--- src/rtl/meter_timer.sv ---
// meter_timer
//   Parking-meter time keeper. Owns the 4-digit BCD remaining time, adds time
//   on button pulses, loads presets from switches and counts down once per
//   second. Feeds the 7-segment display driver.
//
//   Optional feature macro: METER_TIMER_BLINK_EN
//     defined     -> blink state machine drives 'blank' (NORMAL / LOW / EXPIRED)
//     not defined -> 'blank' is tied low
//
// Parameters:
//   TICK_DIV  fastclk cycles per one-second tick (even, >= 4)
// Ports:
//   fastclk   system clock, all state on rising edge
//   rst_n     asynchronous active-low reset
//   add_u/l/r/d  single-cycle add pulses: 10 / 180 / 200 / 550 seconds
//   sw0, sw1  level presets: 0015 / 0185, loaded every cycle while high
//   bcd       remaining time, [15:12] thousands .. [3:0] units
//   blank     display blanking (blink off-phase)
//   expired   high when bcd == 0000
//   tick      one-cycle pulse on each one-second boundary
module meter_timer #(
   parameter int unsigned TICK_DIV = 100000000
) (
   input  logic        fastclk,
   input  logic        rst_n,
   input  logic        add_u,
   input  logic        add_l,
   input  logic        add_r,
   input  logic        add_d,
   input  logic        sw0,
   input  logic        sw1,
   output logic [15:0] bcd,
   output logic        blank,
   output logic        expired,
   output logic        tick
);

   localparam int unsigned   PW       = $clog2(TICK_DIV);
   localparam logic [PW-1:0] PRE_LAST = PW'(TICK_DIV - 1);

   logic [15:0]   bcd_q, bcd_d;
   logic [PW-1:0] presc_q, presc_d;
   logic          pending_q, pending_d;
   logic          expired_q, expired_d;
   logic          tick_q, tick_d;
   logic          preset;
   logic          add_any;
   logic [15:0]   add_amt;
   logic [16:0]   add_sum;

   // Digit-wise BCD add; bit 16 is the carry out of the thousands digit.
   function automatic logic [16:0] bcd_add(input logic [15:0] a, input logic [15:0] b);
      logic [15:0] sum;
      logic [4:0]  s;
      logic        c;
      sum = '0;
      c   = 1'b0;
      for (int unsigned i = 0; i < 4; i++) begin
         s = {1'b0, a[i*4 +: 4]} + {1'b0, b[i*4 +: 4]} + {4'b0000, c};
         if (s > 5'd9) begin
            s = s - 5'd10;
            c = 1'b1;
         end else begin
            c = 1'b0;
         end
         sum[i*4 +: 4] = s[3:0];
      end
      return {c, sum};
   endfunction

   // BCD minus one with borrow; 0000 stays 0000.
   function automatic logic [15:0] bcd_dec(input logic [15:0] a);
      logic [15:0] r;
      logic        borrow;
      r      = a;
      borrow = (a != 16'h0000);
      for (int unsigned i = 0; i < 4; i++) begin
         if (borrow) begin
            if (a[i*4 +: 4] == 4'd0) begin
               r[i*4 +: 4] = 4'd9;
            end else begin
               r[i*4 +: 4] = a[i*4 +: 4] - 4'd1;
               borrow      = 1'b0;
            end
         end
      end
      return r;
   endfunction

   always_comb begin
      preset  = sw0 | sw1;
      add_any = add_u | add_l | add_r | add_d;
      if (add_u)      add_amt = 16'h0010;
      else if (add_l) add_amt = 16'h0180;
      else if (add_r) add_amt = 16'h0200;
      else            add_amt = 16'h0550;
      add_sum   = bcd_add(bcd_q, add_amt);
      bcd_d     = bcd_q;
      pending_d = pending_q;
      presc_d   = (presc_q == PRE_LAST) ? '0 : presc_q + PW'(1);

      if (sw0) begin
         bcd_d     = 16'h0015;
         pending_d = 1'b0;
         presc_d   = '0;
      end else if (sw1) begin
         bcd_d     = 16'h0185;
         pending_d = 1'b0;
         presc_d   = '0;
      end else if (add_any) begin
         bcd_d = add_sum[16] ? 16'h9999 : add_sum[15:0];
         // A tick colliding with an add is remembered and applied later.
         if (tick_q) pending_d = 1'b1;
      end else if (tick_q) begin
         bcd_d = bcd_dec(bcd_q);
      end else if (pending_q) begin
         bcd_d     = bcd_dec(bcd_q);
         pending_d = 1'b0;
      end

      // Registered tick: high exactly while the prescaler holds its last value.
      tick_d    = (presc_d == PRE_LAST);
      expired_d = (bcd_d == 16'h0000);
   end

   always_ff @(posedge fastclk or negedge rst_n) begin
      if (!rst_n) begin
         bcd_q     <= '0;
         presc_q   <= '0;
         pending_q <= 1'b0;
         expired_q <= 1'b1;
         tick_q    <= 1'b0;
      end else begin
         bcd_q     <= bcd_d;
         presc_q   <= presc_d;
         pending_q <= pending_d;
         expired_q <= expired_d;
         tick_q    <= tick_d;
      end
   end

   assign bcd     = bcd_q;
   assign expired = expired_q;
   assign tick    = tick_q;

`ifdef METER_TIMER_BLINK_EN
   localparam logic [PW-1:0] PRE_HALF = PW'(TICK_DIV / 2 - 1);

   typedef enum logic [1:0] {
      ST_NORMAL,
      ST_LOW,
      ST_EXPIRED
   } blink_state_e;

   blink_state_e state_q, state_d;
   logic         blank_q, blank_d;
   logic         half;

   always_comb begin
      half = (presc_q == PRE_HALF);
      // State follows the value bcd is about to take.
      if (bcd_d == 16'h0000)     state_d = ST_EXPIRED;
      else if (bcd_d < 16'h0200) state_d = ST_LOW;
      else                       state_d = ST_NORMAL;

      blank_d = blank_q;
      if (preset || (state_d != state_q)) begin
         blank_d = 1'b0;
      end else begin
         case (state_q)
            ST_LOW:     if (tick_q)         blank_d = ~blank_q;
            ST_EXPIRED: if (tick_q || half) blank_d = ~blank_q;
            default:                        blank_d = 1'b0;
         endcase
      end
   end

   always_ff @(posedge fastclk or negedge rst_n) begin
      if (!rst_n) begin
         state_q <= ST_EXPIRED;
         blank_q <= 1'b0;
      end else begin
         state_q <= state_d;
         blank_q <= blank_d;
      end
   end

   assign blank = blank_q;
`else
   assign blank = 1'b0;
`endif

endmodule
--- config.mk ---
export PLATFORM = sky130hd
export DESIGN_NAME = meter_timer
export DESIGN_NICKNAME = d
export VERILOG_FILES = /design/src/rtl/meter_timer.sv
export SDC_FILE = /design/constraint.sdc
export NUM_CORES = 1
export LEC_CHECK = 0
export CAP_MARGIN = 20
export CORE_MARGIN = 4
export CORE_UTILIZATION = 55
export DETAILED_ROUTE_END_ITERATION = 7
export PLACE_DENSITY = 0.76
export SETUP_SLACK_MARGIN = 0.5
export SYNTH_ARGS = -nofsm -noshare
export SYNTH_HDL_FRONTEND = slang
export SYNTH_SLANG_ARGS = --single-unit
--- constraint.sdc ---
create_clock -name fastclk -period 9.3 [get_ports fastclk]
set_input_delay 1.86 -clock fastclk [delete_from_list [all_inputs] [get_ports fastclk]]
set_output_delay 1.86 -clock fastclk [all_outputs]
set_load 0.005 [all_outputs]
After elaboration in Yosys (flattened, before gate mapping)
Cells that the tools add are included.

word-level totals
  bits in registers = 46
  bits of input ports = 8
  logic and storage cells = 110

operators by class
  add/subtract/negate cells = 16
  $lt $le $gt $ge = 4
  equal/unequal tests = 4
  mux-type cells = 71
  bitwise gates (word level) = 3
  reduce and logical (&&, ||, !) cells = 7

operator list
  operator                 number
  $mux W16                 7
  $mux W27                 3
  $mux W4                  15
  $eq A27 B27 Y1 const B   2
  $mux W1                  44
  $add A27 B1 Y27 const B  1
  $mux W11                 2
  $add A4 B4 Y5            4
  $gt A5 B4 Y1 const B     4
  $logic_not A16 Y1        1
  $logic_not A4 Y1         4
  $reduce_bool A16 Y1      1
  $sub A4 B1 Y4 const B    4
  $sub A4 B4 Y4 const B    4
  $add A5 B1 Y5            3
  $ne A4 B3 Y1 const B     1
  $ne A4 B4 Y1 const B     1
  $or A1 B1 Y1             3
  $reduce_and A2 Y1        1

Longest topological paths before layout
Gate-level depths: netlist of the first run.

  depth in word-level cells = 27
  gate-level depth with buffers = 28
  mapped depth without buffers = 28

Worst setup path before layout of the first run
Ideal clock, no wire load.

  path kind = input to register
  start point = in add_u
  end point = reg expired_q, in the netlist expired
  library setup time = 63 ps
  data arrival time = 6782 ps
  required time = 9237 ps
  setup slack = 2455 ps
  stages on the path = 23
  path buffers = 0
  cells stage by stage = o21bai_1 fa_1 ha_1 a21o_1 a21oi_1 o21a_1 fa_1 inv_1 fa_1 o21ai_0 a22oi_1 nor2_1 or3_1 inv_1 ha_1 ha_1 nand2b_1 a31oi_1 o31ai_2 o22a_1 or3_1 nor4_1 and4_1

between the ends
  longest elaborated chain between the ends = 18
  elaborated cells on any way between the ends = 31
  classes of those cells = 10 x add/sub; 4 x order compare; 13 x mux; 3 x bitwise; 1 x reduce/logical

ends and longest elaborated chain
  item                    RTL line  text
  start: declaration      26        input logic add_u,
  $mux W16                93        if (add_u) add_amt = 16'h0010;
  $add A4 B4 Y5           59        s = {1'b0, a[i*4 +: 4]} + {1'b0, b[i*4 +: 4]} + {4'b0000, c};
  $gt A5 B4 Y1            60        if (s > 5'd9) begin
  $mux W1                 60
  $add A5 B1 Y5           59
  $gt A5 B4 Y1            60
  $mux W1                 60
  $add A5 B1 Y5           59
  (+4 left out)           n/a
  $mux W1                 60
  $mux W16                111       bcd_d = add_sum[16] ? 16'h9999 : add_sum[15:0];
  $mux W16 (*)            110       end else if (add_any) begin
  $mux W16 (*)            106       end else if (sw1) begin
  $mux W16 (*)            102       if (sw0) begin
  net bcd_d[3]            41        logic [15:0] bcd_q, bcd_d;
  $logic_not A16 Y1 (*)   123       expired_d = (bcd_d == 16'h0000);
  net expired_d           44        logic expired_q, expired_d;
  end signal: assignment  137       expired_q <= expired_d;
  end: declaration        44

Mark *: on every way through the listed nets, which the timed path passes. The rest lies on a longest branch.
A chain may end at the register's enable or synchronous reset.

Worst setup path after layout of the first run
Same ends and word-level chain as after synthesis.

==> results of run 1 <==
## flip-flops by register name, indices dropped and copies added (netlist names)
register and cells:
bcd 16, expired 1, pending_q 1, presc_q 27
tick 1
## cell type report
type,instances,share of cell area
well taps,77,0.0237
clock buffers,5,0.0169
clock inverters,3,0.0108
flip-flops and latches,46,0.283
inverters,20,0.0185
repair buffers,27,0.0671
multi-input cells,358,0.580
## power by group through the flow
stage | logic, W | registers (W) | clock network (W)
after floorplan | 0.0000743 | 0.000215 | 0
after global placement | 0.000105 | 0.000216 | 0
after detailed placement | 0.000108 | 0.000217 | 0
after CTS | 0.000108 | 0.000213 | 0.000158
after global routing | 0.000124 | 0.000214 | 0.000167
final | 0.000110 | 0.000213 | 0.000154
## through the flow
stage	instances	cell area (sq um)	utilization	setup WS, ns	power, W
floorplan	440	3660	-	2.45	0.000289
global placement	527	3940	0.613	1.48	0.000322
detailed placement	527	3940	0.613	1.21	0.000324
CTS	535	4050	0.630	1.51	0.000479
global route	536	4070	0.633	1.02	0.000504
finish	536	4070	0.633	1.47	0.000477
## synth_stat cells (2+ instances only)
master and n:
nand4_1 9, dfrtp_1 45, or3b_1 2, or2_2 2, xor2_1 15, mux2i_1 7, ha_1 18, or3b_4 2
a22oi_1 3, o21ai_0 14, inv_1 20, nor3_1 17, o31ai_1 4, buf_2 2, fa_1 3, nand4b_1 2
a31o_2 2, a31oi_1 5, nor2_1 63, and2_1 4, o22ai_1 5, and3_1 8, a41oi_1 2, o21bai_1 4
xnor2_1 17, nor3b_1 7, a311oi_1 2, a21oi_1 20, o31a_1 2, nand2b_1 4, a211oi_1 6, or4_1 2
and4_1 5, nor4_1 14, or3_1 5, clkbuf_1 11, a221oi_1 2, nand3_1 22, nand2_1 28, nor2b_1 3
o21a_1 5, a21o_1 3
## worst max-delay path, stage by stage
cell and delay, ns:
clkdlybuf4s50_1 0.51, o21bai_1 0.23, fa_1 0.44, ha_1 0.23, a21o_1 0.17, a21oi_1 0.31
o21a_1 0.25, fa_1 0.22, inv_1 0.06, fa_1 0.45, nor2_1 0.22, o211ai_1 0.12
a21boi_0 0.31, or3_1 0.24, inv_1 0.06, ha_1 0.23, ha_1 0.35, nand2b_1 0.12
a31oi_1 0.13, o31ai_2 0.54, o221ai_1 0.24, or3_1 0.39, nor4_1 0.22, and4_1 0.21
## worst paths after layout
kind,from,endpoint,cells after the start
min in group asynchronous,rst_n,bcd[11],1
min,presc_q[0],presc_q[0],1
max in group asynchronous,rst_n,presc_q[23],2
min reg2reg,presc_q[0],presc_q[0],1
max,add_u,expired,24
max reg2reg,bcd[2],expired,28
## cell families (layout without fill, tap and decap cells)
logic type / after synthesis / count (layout) / share of synthesized area
flops: 46 / 46 / 0.315
compound gates: 91 / 91 / 0.173
xor+xnor: 32 / 32 / 0.0766
fa+ha+maj: 21 / 21 / 0.0779
other cells: 1 / 1 / 0.00102
mux: 8 / 8 / 0.0222
simple gates: 205 / 205 / 0.293
buf+inv: 36 / 55 / 0.0410
## layer usage
metal	track usage	wire (um)	share of wire	up-vias
li1	-	-	-	1650
met1	0.293	3900	0.44	1661
met2	0.414	4550	0.51	88
met3	0.0338	306	0.034	17
met4	0.0866	199	0.022	0
met5	0	0	0	-
==> flow_summary_export.csv, run 1 <==
group,metric,value,unit
drt,vias,3416,
cells_and_area,antennaDiodeCount,0,
power_and_ir_drop,p_switching,0.000145,W
clock_tree,clkLatencyLatePin,0.30,ns
synth,ys_async_sr_fraction,1.00,
drt,initialDrtViolationCount,194,
synth,syn_inst,440,
clock_tree,postCtsSetupRepairBufs,0,
synth,ys_warn_count,0,
die,core,6420,sq um
die,ios,27,
global_routing,grt_pass1_vias,3210,
worst_setup_path,r2r_slack,2.17,ns
synth,synth_edf_count,0,
worst_setup_path,cp_max_fo,7,
drt,drc_errors,0,
clock_tree,cts_repair_resize_count,0,
synth,synth_seq_cells,46,
sta,period_share,0.842,
worst_setup_path,crit_arrival,8.08,ns
cells_and_area,final_cell_mix,"nor2_1, dfrtp_1, nand2_1, clkdlybuf4s50_1, nand3_1",
clock_tree,cts_sinks,46,
power_and_ir_drop,sw_frac_of_total,0.304,
clock_tree,clock-root-buffer,"clkbuf_8",
die,die-area,8030,sq um
synth,ys.flop_type,"dfrtp_1",
cells_and_area,nNetsFinal,487,
power_and_ir_drop,p_leak,1.62,nW
power_and_ir_drop,power_frac_clock,0.323,
sta,rsz0062_at_grt,"false",
synth,avgSynthCellArea,8.32,sq um
drt,vias_per_cell,6.37,
sta,finalCriticalPeriod,7.83,ns
die,initial_utilization,0.570,
placement,gp_congestion,0.887,
clock_tree,clk_pin_slew,0.09,ns
power_and_ir_drop,ir_drop,0.0000700,V
worst_setup_path,criticalPathCategory,"primary input to flip-flop",
cells_and_area,layout_commonest_cell,"nor2_1",
global_routing,grt_pass1_wl,14900,um
synth,synth_cell_type_count,66,
global_routing,antenna_found_initial,0,
synth,synth_area,3660,sq um
clock_tree,cts_tree,"done",
die,core.rowCount,29,
worst_setup_path,crit_path_end_kind,"flip-flop",
drt,wirelength,8950,um
sta,maxSlewHeadroom,0.521,
synth,yosysSeqAreaShare,0.315,
synth,yosys.area.top_type,"dfrtp_1",
global_routing,overflow,0,
sta,setup_viol,0,
global_routing,grt_use_total,0.236,
drt,avgRoutedWirePerCell,16.7,um
power_and_ir_drop,combPwrFrac,0.231,
cells_and_area,drive_gt1_frac,0.0545,
placement,hpwlAfterDp,6720,um
synth,yosysTopAreaCellShare,0.308,
sta,skew,0.00543,ns
synth,synth.area.top_cells,"dfrtp_1, nor2_1, ha_1, xnor2_1, xor2_1",
power_and_ir_drop,internal_power,0.000332,W
global_routing,grt_max_degree,47,
cells_and_area,fillCellCount,571,
die,die_width,89.6,um
drt,drt_pass1_iterations,4,
clock_tree,cts_inserted_buffers,5,
power_and_ir_drop,power_frac_seq,0.446,
sta,finalHoldViolCount,0,
cells_and_area,syn_to_final_growth,11.1,%
worst_setup_path,required,9.55,ns
die,die_h,89.6,um
sta,fin_tns_setup,0,ns
worst_setup_path,cp-start-kind,"primary input",
cells_and_area,register_area,1150,sq um
sta,worstMarginPinSlew,0.718,ns
flow_run,cap_violations,0,
power_and_ir_drop,powerDensity,117,nW/um^2
sta,drv_slew,0,
drt,ant_nets,0,
clock_tree,cts.path.max_buffers,2,
clock_tree,cts_max_level,2,
cells_and_area,multiInputGateArea,2360,sq um
sta,fmax,0.128,GHz
status,outcome,"finished, final reports clean",
synth,syn_nets,469,
hold_path,hold_path.class,"flip-flop to flip-flop",
sta,whs,0.526,ns
placement,port_buffers,25,
clock_tree,cts_hold_buf,0,
No activity file was read; power rests on OpenSTA's default activity.
==> inputs of run 2 (changes only) <==
Settings changed: CORE_UTILIZATION 55 to 54, PLACE_DENSITY 0.76 to 0.77.
Clock period 9.3 ns to 7.1 ns, I/O delays scaled along.
==> flow_summary_export.csv, run 2 (same netlist as run 1, synthesis figures left out) <==
group,metric,value,unit
power_and_ir_drop,power,0.000626,W
worst_setup_path,crit_path_end_kind,"flip-flop",
sta,finalCriticalPeriod,6.44,ns
sta,fin_tns_setup,0,ns
cells_and_area,largest_reg_flops,27,
sta,whs,0.531,ns
worst_setup_path,cp-start-kind,"primary input",
die,die_width,90.3,um
die,core,6460,sq um
placement,port_buffers,25,
cells_and_area,drive_gt1_frac,0.130,
sta,drv_slew,0,
die,ios,27,
sta,maxSlewHeadroom,0.474,
power_and_ir_drop,p_leak,1.69,nW
clock_tree,cts.path.max_buffers,2,
clock_tree,clk_pin_slew,0.10,ns
clock_tree,cts_sinks,46,
clock_tree,clock-root-buffer,"clkbuf_8",
power_and_ir_drop,powerDensity,146,nW/um^2
sta,fmax,0.155,GHz
global_routing,antenna_found_initial,0,
worst_setup_path,path_cells,"clkdlybuf4s15_1 > o21bai_2 > fa_2 > ha_4 > a21o_1 > a21oi_2 > o21a_1 > fa_2 > inv_1 > fa_2 > o21ai_2 > a22oi_2 > nor2_1 > or3_4 > inv_1 > ha_2 > ha_4 > nand2b_4 > a31oi_4 > o31ai_4 > o221ai_2 > or3_1 > nor4_2 > and4_1",
status,outcome,"finished, final reports clean",
drt,vias_per_cell,6.48,
drt,ant_nets,0,
placement,placedCellCount,536,
placement,gp_congestion,0.920,
global_routing,overflow,0,
power_and_ir_drop,power_frac_clock,0.285,
power_and_ir_drop,p_switching,0.000208,W
worst_setup_path,crit_top_cell,"fa_2",
drt,drt_pass1_iterations,5,
global_routing,grt_max_degree,47,
global_routing,grt_pass1_vias,3303,
sta,worstMarginPinSlew,0.789,ns
drt,wirelength,9490,um
cells_and_area,nNetsFinal,499,
worst_setup_path,crit_arrival,6.69,ns
global_routing,grt_use_total,0.228,
worst_setup_path,crit_slowest_cell,"fa_2",
sta,setup_viol,0,
drt,vias,3551,
cells_and_area,top_register,"presc_q",
sta,finalHoldViolCount,0,
hold_path,hold_path.class,"flip-flop to flip-flop",
cells_and_area,layout_commonest_cell,"nor2_1",
worst_setup_path,worstPathBufferInverterCount,3,
cells_and_area,fin_area,4280,sq um
drt,initialDrtViolationCount,309,
clock_tree,cts_max_level,2,
placement,hpwlAfterDp,6890,um
power_and_ir_drop,combPwrFrac,0.268,
power_and_ir_drop,ir_drop,0.000117,V
placement,place_area,4000,sq um
power_and_ir_drop,sw_frac_of_total,0.332,
clock_tree,cts_tree,"done",
cells_and_area,antennaDiodeCount,0,
drt,drc_errors,0,
worst_setup_path,cp_max_fo,6,
worst_setup_path,criticalPathCategory,"primary input to flip-flop",
die,core.rowCount,29,
die,die_h,90.3,um
sta,rsz0062_at_grt,"false",
die,initial_utilization,0.567,
drt,avgRoutedWirePerCell,17.3,um
worst_setup_path,cpLargestDelayFamily,"adder cells",
global_routing,grt_pass1_wl,15700,um
clock_tree,cts_inserted_buffers,5,
worst_setup_path,required,7.36,ns
cells_and_area,syn_to_final_growth,17.0,%
cells_and_area,instances_no_fill,548,
clock_tree,clkLatencyLatePin,0.31,ns
power_and_ir_drop,power_frac_seq,0.447,
flow_run,cap_violations,0,
sta,skew,0.00650,ns
cells_and_area,final_cell_mix,"nor2_1, dfrtp_1, nand2_1, nand3_1, clkdlybuf4s50_1",
power_and_ir_drop,internal_power,0.000418,W
cells_and_area,fillCellCount,539,
worst_setup_path,max_stage_delay,0.62,ns
sta,period_share,0.906,
die,die-area,8160,sq um
-- run 2: what timing repair did --
| action | 4_1_cts | 5_1_grt |
|---|---|---|
| setup endpoints to repair | 1 | 5 |
| gates resized for setup | 17 | 19 |
| buffers inserted | 1 | 2 |
| hold buffers | 0 | 0 |
| pin swaps | 3 | 9 |
| endpoints found under the hold margin | 0 | 0 |
-- run 2: cell type report --
type	instances	area (sq um)	area share
sequential	46	1150	0.269
tap	77	96.3	0.0225
multi-input combinational	358	2490	0.583
clock buffer	5	68.8	0.0161
inverter	20	75.1	0.0175
timing repair buffer	39	364	0.0850
clock inverter	3	28.8	0.00672
-- run 2: worst paths after layout --
check | from | endpoint | slack (ns) | cells after the start
setup / recovery | add_r | expired | 0.66 | 24
hold / removal | presc_q[0] | presc_q[0] | 0.53 | 1
setup reg to reg | bcd[2] | expired | 0.75 | 28
hold reg to reg | presc_q[0] | presc_q[0] | 0.53 | 1
max in group asynchronous | rst_n | bcd[2] | 5.73 | 2
min in group asynchronous | rst_n | bcd[11] | 0.91 | 1
-- run 2: power by group through the flow --
stage | clock (W) | combinational [W] | sequential, W
2_1_floorplan | 0 | 0.0000974 | 0.000281
4_1_cts | 0.000183 | 0.000158 | 0.000279
3_3_place_gp | 0 | 0.000145 | 0.000283
6_report | 0.000178 | 0.000168 | 0.000280
5_1_grt | 0.000193 | 0.000186 | 0.000281
3_5_place_dp | 0 | 0.000150 | 0.000284
-- run 2: stage by stage --
stage	utilization	worst slack (ns)
after detailed placement	0.620	-0.164
after floorplan	-	0.695
after global routing	0.663	0.475
final	0.663	0.664
after global placement	0.620	0.0937
after CTS	0.645	0.506
-- run 2: routing by layer --
layer  track usage  up-vias  part of all wire
met5             0        -                 0
met4        0.0651        0             0.020
met3        0.0317       18             0.062
met2         0.403      152              0.51
met1         0.289     1706              0.41
li1              -     1675                 -
==> inputs of run 3 (changes only) <==
Settings changed: PLACE_DENSITY 0.77 to unset, PLACE_DENSITY_LB_ADDON set to 0.1.
==> flow_summary_export.csv, run 3 (same netlist as run 1, synthesis figures left out) <==
group,metric,value,unit
power_and_ir_drop,p_leak,1.72,nW
sta,period_share,0.902,
clock_tree,cts_max_level,2,
drt,initialDrtViolationCount,227,
cells_and_area,layout_commonest_cell,"nor2_1",
worst_setup_path,max_stage_delay,0.60,ns
placement,placedCellCount,539,
clock_tree,cts_sinks,46,
sta,drv_slew,0,
global_routing,grt_pass1_wl,15500,um
cells_and_area,antennaDiodeCount,0,
worst_setup_path,rr_worst_depth,29,
status,outcome,"finished, final reports clean",
drt,drc_errors,0,
worst_setup_path,cpLargestDelayFamily,"adder cells",
hold_path,hold_path.class,"flip-flop to flip-flop",
power_and_ir_drop,p_switching,0.000200,W
worst_setup_path,required,7.36,ns
sta,skew,0.0145,ns
die,ios,27,
sta,setup_viol,0,
sta,finalHoldViolCount,0,
sta,fin_tns_setup,0,ns
power_and_ir_drop,powerDensity,145,nW/um^2
clock_tree,cts_hold_buf,0,
placement,gp_congestion,0.907,
cells_and_area,drive_gt1_frac,0.145,
flow_run,cap_violations,0,
placement,port_buffers,25,
sta,rsz0062_at_grt,"false",
clock_tree,cts_inserted_buffers,5,
power_and_ir_drop,ir_drop,0.000110,V
cells_and_area,final_cell_mix,"nor2_1, dfrtp_1, nand2_1, nand3_1, clkdlybuf4s50_1",
power_and_ir_drop,power,0.000630,W
die,die-area,8160,sq um
worst_setup_path,cp_num_cells,29,
drt,vias,3542,
power_and_ir_drop,power_frac_seq,0.444,
cells_and_area,nNetsFinal,505,
clock_tree,cts.path.max_buffers,2,
clock_tree,cts_tree,"done",
hold_path,hold_end,"presc_q[0]",
power_and_ir_drop,internal_power,0.000430,W
sta,finalCriticalPeriod,6.41,ns
worst_setup_path,crit_path_end_kind,"flip-flop",
power_and_ir_drop,power_frac_clock,0.275,
clock_tree,clock-root-buffer,"clkbuf_8",
global_routing,antenna_found_initial,0,
worst_setup_path,cp_max_fo,7,
sta,maxSlewHeadroom,0.445,
global_routing,overflow,0,
worst_setup_path,crit_top_cell,"inv_1",
global_routing,grt_pass1_vias,3289,
global_routing,grt_max_degree,47,
worst_setup_path,crit_arrival,6.66,ns
drt,avgRoutedWirePerCell,17.4,um
global_routing,grt_use_total,0.227,
worst_setup_path,r2r-start,"bcd[2]",
cells_and_area,syn_to_final_growth,19.0,%
die,core.rowCount,29,
sta,fmax,0.156,GHz
hold_path,holdPathStages,1,
die,core,6460,sq um
drt,ant_nets,0,
cells_and_area,top_register,"presc_q",
clock_tree,clkLatencyLatePin,0.31,ns
power_and_ir_drop,combPwrFrac,0.282,
sta,worstMarginPinSlew,0.833,ns
power_and_ir_drop,sw_frac_of_total,0.317,
cells_and_area,largest_reg_flops,27,
die,initial_utilization,0.567,
worst_setup_path,criticalPathCategory,"flip-flop to flip-flop",
worst_setup_path,worstPathBufferInverterCount,5,
hold_path,hp-start,"presc_q[0]",
cells_and_area,fillCellCount,527,
worst_setup_path,r2r-end,"expired",
drt,vias_per_cell,6.39,
drt,wirelength,9660,um
clock_tree,clk_pin_slew,0.10,ns
cells_and_area,instances_no_fill,554,
worst_setup_path,r2r_slack,0.69,ns
worst_setup_path,crit_slowest_cell,"fa_2",
worst_setup_path,cp-start-kind,"flip-flop",
die,die_width,90.3,um
drt,drt_pass1_iterations,5,
placement,hpwlAfterDp,6830,um
die,die_h,90.3,um
[run 3: metrics by stage]
| step | hold slack (ns) | utilization | setup slack, ns | cell area (sq um) |
|---|---|---|---|---|
| 2_1_floorplan | 0.480 | - | 0.695 | 3660 |
| 3_3_place_gp | 0.515 | 0.623 | 0.101 | 4030 |
| 3_5_place_dp | 0.522 | 0.623 | -0.0863 | 4030 |
| 4_1_cts | 0.539 | 0.651 | 0.507 | 4200 |
| 5_1_grt | 0.595 | 0.675 | 0.414 | 4360 |
| 6_report | 0.536 | 0.675 | 0.694 | 4360 |
[run 3: worst max path at each step]
stage / from / end / slack [ns]
after global placement: add_r / expired / 0.10
after detailed placement: add_r / expired / -0.09
final: bcd[2] / expired / 0.69
after global routing: bcd[2] / expired / 0.41
after floorplan: add_u / expired / 0.69
after CTS: add_u / expired / 0.51
[run 3: routing by layer]
metal | track usage | up-vias | wire length [um]
met2 | 0.400 | 109 | 4920
met3 | 0.0300 | 28 | 387
met1 | 0.278 | 1721 | 4030
met5 | 0 | - | 0
met4 | 0.0957 | 0 | 320
li1 | - | 1684 | -
[run 3: layout make-up]
type                            count  area, sq um  area share
Clock inverter                      2         12.5     0.00287
Multi-Input combinational cell    358         2540       0.582
Clock buffer                        6         82.6      0.0189
Tap cell                           77         96.3      0.0221
Inverter                           20         75.1      0.0172
Sequential cell                    46         1150       0.264
Timing Repair Buffer               45          403      0.0924
[run 3: what timing repair did]
| item | CTS | global route |
|---|---|---|
| resized for setup | 19 | 19 |
| setup endpoints to repair | 1 | 10 |
| pin swaps | 6 | 8 |
| buffers inserted | 1 | 6 |
[run 3: power groups by stage]
stage	Clock, W	Combinational [W]	Sequential (W)
4_1_cts	0.000174	0.000157	0.000279
2_1_floorplan	0	0.0000974	0.000281
3_3_place_gp	0	0.000147	0.000284
5_1_grt	0.000189	0.000196	0.000281
3_5_place_dp	0	0.000150	0.000284
6_report	0.000173	0.000178	0.000280
[run 3: worst reg2reg max path, delay by kind of cell (launching register included)]
kind	cells	cell delay (ns)
adders and majority gates	8	2.18
buffers and inverters	5	0.56
AOI/OAI and AO/OA	9	1.87
DFF	1	0.48
and+or+nand+nor	7	1.25
